**src/rtl/align_shift_seq.sv**
```systemverilog
// align_shift_seq
// ---------------
// This block aligns an FP32 mantissa in the adder path, between exponent
// compare and mantissa add. It takes a 24-bit mantissa and an 8-bit shift
// amount and clamps the shift to 24. It then shifts right by at most 4 bits
// per cycle and ORs every bit shifted out into a sticky bit.
//
// Ports
//   clk         clock; all state updates on the rising edge
//   rst         synchronous, active-high reset
//   in_valid    upstream request valid
//   in_ready    block can accept (IDLE and rst low)
//   in_shift    unsigned right-shift amount, 0..255
//   in_mant     mantissa to align, including hidden bit
//   out_valid   result valid (DONE state)
//   out_ready   downstream accepts the result
//   out_mant    aligned mantissa (qualify with out_valid)
//   out_sticky  OR of all bits shifted out
//   out_ge24    requested shift was >= 24 and was clamped
module align_shift_seq (
    input  logic        clk,
    input  logic        rst,
    input  logic        in_valid,
    output logic        in_ready,
    input  logic [7:0]  in_shift,
    input  logic [23:0] in_mant,
    output logic        out_valid,
    input  logic        out_ready,
    output logic [23:0] out_mant,
    output logic        out_sticky,
    output logic        out_ge24
);

    typedef enum logic [1:0] {
        IDLE,
        SHIFT,
        DONE
    } state_t;

    state_t      state;
    state_t      state_next;

    logic [4:0]  rem;
    logic [23:0] mant;
    logic        sticky;
    logic        ge24;

    logic        accept;
    logic        ge24_in;
    logic [4:0]  rem_in;
    logic [2:0]  step;
    logic [4:0]  rem_after;
    logic [23:0] drop_mask;

    // Request decode and per-cycle step. Below 24, in_shift fits in 5 bits,
    // so the low bits are the exact remaining count.
    // drop_mask selects the bits about to fall off the bottom this cycle.
    always_comb begin
        accept    = in_valid && in_ready;
        ge24_in   = (in_shift >= 8'd24);
        rem_in    = ge24_in ? 5'd24 : in_shift[4:0];
        step      = (rem > 5'd4) ? 3'd4 : rem[2:0];
        rem_after = rem - {2'b00, step};
        drop_mask = (24'd1 << step) - 24'd1;
    end

    // State register
    always_ff @(posedge clk) begin
        if (rst) begin
            state <= IDLE;
        end else begin
            state <= state_next;
        end
    end

    // Next-state logic
    always_comb begin
        state_next = state;
        case (state)
            IDLE: begin
                if (accept) begin
                    state_next = (rem_in == 5'd0) ? DONE : SHIFT;
                end
            end
            SHIFT: begin
                if (rem_after == 5'd0) begin
                    state_next = DONE;
                end
            end
            DONE: begin
                if (out_ready) begin
                    state_next = IDLE;
                end
            end
            default: state_next = IDLE;
        endcase
    end

    // Datapath registers. Inputs are sampled only on the accept edge.
    // The result registers hold their value through DONE until the next load.
    always_ff @(posedge clk) begin
        if (rst) begin
            rem    <= 5'd0;
            mant   <= 24'd0;
            sticky <= 1'b0;
            ge24   <= 1'b0;
        end else begin
            case (state)
                IDLE: begin
                    if (accept) begin
                        rem    <= rem_in;
                        mant   <= in_mant;
                        sticky <= 1'b0;
                        ge24   <= ge24_in;
                    end
                end
                SHIFT: begin
                    mant   <= mant >> step;
                    sticky <= sticky | (|(mant & drop_mask));
                    rem    <= rem_after;
                end
                default: begin
                end
            endcase
        end
    end

    // Output logic. in_ready is gated by rst so that no request is accepted
    // while reset is asserted.
    always_comb begin
        in_ready   = (state == IDLE) && !rst;
        out_valid  = (state == DONE);
        out_mant   = mant;
        out_sticky = sticky;
        out_ge24   = ge24;
    end

endmodule

```
**config.mk**
```make
export PLATFORM = sky130hd
export DESIGN_NAME = align_shift_seq
export DESIGN_NICKNAME = d
export VERILOG_FILES = /design/src/rtl/align_shift_seq.sv
export SDC_FILE = /design/constraint.sdc
export NUM_CORES = 1
export LEC_CHECK = 0
export ABC_AREA = 1
export BUFFER_PORTS_ARGS = -buffer_cell sky130_fd_sc_hd__clkbuf_2
export CELL_PAD_IN_SITES_DETAIL_PLACEMENT = 0
export CELL_PAD_IN_SITES_GLOBAL_PLACEMENT = 1
export CORE_AREA = 2 2 85 87
export CTS_BUF_LIST = sky130_fd_sc_hd__clkbuf_4 sky130_fd_sc_hd__clkbuf_8
export DETAILED_ROUTE_END_ITERATION = 12
export DIE_AREA = 0 0 87 89
export PLACE_DENSITY_LB_ADDON = 0.1
export SLEW_MARGIN = 5
export SYNTH_ARGS = -nofsm -noshare
export SYNTH_HDL_FRONTEND = slang
export SYNTH_SLANG_ARGS = --single-unit
```
**constraint.sdc**
```tcl
create_clock -name clk -period 2.22 [get_ports clk]
set_clock_uncertainty 0.15 [all_clocks]
set_input_delay 0.444 -clock clk [delete_from_list [all_inputs] [get_ports clk]]
set_output_delay 0.444 -clock clk [all_outputs]
set_load 0.02 [all_outputs]
```
==> results_dict.tcl <==
set metrics [dict create \
    status "completed" \
    ctsHoldBuffers 0 \
    hold_start "rst" \
    dieArea_um2 7743 \
    max_freq_ghz 0.4950 \
    reg2regPathDepth 10 \
    place_hpwl_mm 5.795 \
    pin_count 64 \
    hold_depth 2 \
    port_buffers 63 \
    nFillCells 729 \
    coreArea_um2 6719 \
    pre_cts_slack_ns 0.2558 \
    synth_cell_types 34 \
    routed_wl_mm 7.866 \
    regArea_um2 660.6 \
    cts_resized 0 \
    synth_edf_count 0 \
    min_to "out_mant[2]" \
    critPathArrivalTime_ns 2.06 \
    clock_sinks 33 \
    fp-row-count 30 \
    avgRoutedWirePerCell_um 14.59 \
    rsz0062_at_grt "false" \
    setup_violations 0 \
    ant_nets 0 \
    fin_crit_sh_pct 90.99 \
    drv_cap 0 \
    die_h_um 89 \
    nets 497 \
    ys_seq_area_share_pct 26.37 \
    min_path_type "input pin to flip-flop" \
    drive_above_1_share_pct 23.53 \
    grt_max_degree 29 \
    synth_seq_cells 33 \
    start_util_pct 37.28 \
    grt_antenna_before_repair 0 \
    reg2reg_from "rem[4]" \
    maxSlewViolCount 0 \
    dr_total_vias 2844 \
    fp.dieW_um 87 \
    syn_avg_cell_area_um2 6.326 \
    crit_slowest_cell "dfxtp_1" \
    worst_setup_path_start_kind "flip-flop" \
    post_cts_buffers 0 \
    rrSetupSlack_ns 0.20 \
    crit_path_end_kind "flip-flop" \
    slew_headroom_pct 65.74 \
    cp_cell_sequence "nor2_2 -> nand2_4 -> nand2_1 -> ha_1 -> inv_1 -> nand3_1 -> a21oi_1 -> nor2_1 -> a21oi_1 -> nor2_1" \
    diodes 0 \
    grt_pass1_wl_mm 12.79 \
    area_growth_syn_to_layout_pct 19.03 \
    worstPathMaxFanout 6 \
    slowest_delay_ns 0.44 \
    placed_cell_area_um2 2880 \
    p_per_area_nw_per_um2 814.2 \
    synth_ff_type "dfxtp_1" \
    path_class "flip-flop to flip-flop" \
    r2r_end "state[1]" \
    cts_root_buf "clkbuf_8" \
    tns_ns 0 \
    multi_input_area_um2 1565 \
    grt_use_total_pct 21.13 \
    ys_warn_count 0 \
    fin_ws_ns 0.1999 \
    timing.final.crit_period_ns 2.020 \
    vdd_drop_max_v 0.0002638 \
    drc 0 \
    place_congestion 0.8477 \
    final_area_um2 2982 \
    final_hold_viol_count 0 \
    gr-total-overflow 0 \
    cts_buffers 5 \
    first_global_vias 2563 \
    yosysTopAreaCell "dfxtp_1" \
    first_iter_violations 155 \
    clkSlewWorstSetupHoldPaths_ns 0.08 \
    first_pass_iters 4 \
    cts_tree "done" \
    cts_max_level 2 \
    synth_top_area_share_pct 26.37 \
    insertion_delay_ns 0.29 \
    worstMarginPinSlew_ns 0.5119 \
    synth_area_um2 2505 \
    clock_path_buffers 2 \
    synthArstFlopShare_pct 0 \
    yosys-top-cells-area "dfxtp_1, nand2_1, o21ai_0, inv_1, nor2_1" \
    worstPathRequired_ns 2.26 \
    p_leak_nw 1.389 \
    synthCells 396 \
    avgViaCountPerCell 5.276 \
]
[critical path: cells and delay by family, from the launching register on]
family	cells	cell delay (ns)
AND/OR/NAND/NOR	6	0.62
flip-flops	1	0.44
AO/OA/AOI/OAI	2	0.39
adder cells (fa/ha/maj)	1	0.24
buffers and inverters	1	0.09
[synthesized netlist by cell type (all sizes together), types with 2 or more instances]
master / count
nor2: 44
nor3: 4
buf: 10
dfxtp: 33
a31oi: 3
clkbuf: 7
nand3: 24
a21oi: 24
nand2: 89
inv: 47
o21ai: 74
o22ai: 8
conb: 2
ha: 3
a221oi: 2
o211ai: 17
[per-stage QoR]
stage	utilization (%)	hold slack, ns	total power [W]	cells
3_3_place_gp	42.87	0.3805	0.001913	531
4_1_cts	44.38	0.2616	0.002439	539
5_1_grt	44.38	0.2696	0.002624	539
6_report	44.38	0.2675	0.002428	539
3_5_place_dp	42.87	0.3788	0.001910	531
2_1_floorplan	-	0.3499	0.001604	397
[cell usage in the layout, fill, tap and decap left out, drive strengths merged, types with 4 or more instances in the layout]
cell type,synthesis,layout
nand2,89,89
nor2,44,44
dfxtp,33,33
nand3,24,24
clkbuf,7,70
nor3,4,4
o211ai,17,17
o22ai,8,8
inv,47,47
a21oi,24,24
buf,10,8
o21ai,74,74
[registers in the layout, summed over array words and instances (netlist names)]
name and cells:
out_ge24 1, out_mant 24, out_sticky 1, rem 5
state 2
[routing by layer]
layer	global-route usage (%)	vias to the layer above	wire, um	share of wire (%)
li1	-	1458	-	-
met1	29.33	1318	3881	49
met2	34.07	62	3572	45
met3	4.063	6	348	4.4
met4	4.688	0	63	0.80
met5	0	-	0	0
[cell families after synthesis]
kind of cell	Yosys count	synth area share (%)
AND/OR/NAND/NOR	164	30.37
buffers and inverters	64	11.29
adder cells (fa/ha/maj)	3	1.499
flip-flops	33	26.37
other	2	0.2998
AO/OA/AOI/OAI	130	30.17
[worst max-delay path by stage]
stage / startpoint / endpoint / depth (start not counted)
2_1_floorplan: rem[3] / out_sticky / 11
3_3_place_gp: rem[4] / out_sticky / 11
3_5_place_dp: rem[2] / state[1] / 10
4_1_cts: rem[2] / state[1] / 10
5_1_grt: rem[2] / out_sticky / 11
6_report: rem[4] / state[1] / 10
[power breakdown]
group | internal (W) | switching [W] | total, W | leakage [nW]
Combinational | 0.000369 | 0.000730 | 0.00110 | 1.06
Sequential | 0.000689 | 0.000112 | 0.000802 | 0.272
Clock | 0.000281 | 0.000247 | 0.000527 | 0.0542
Total | 0.00134 | 0.00109 | 0.00243 | 1.39
[layout make-up]
cell class | instances | area share, %
Multi-Input combinational cell | 300 | 52.50
Sequential cell | 33 | 22.16
Timing Repair Buffer | 71 | 12.59
Inverter | 47 | 6.001
Tap cell | 80 | 3.357
Clock buffer | 7 | 3.231
Clock inverter | 1 | 0.1679
Power figures use the tool's default switching activity.
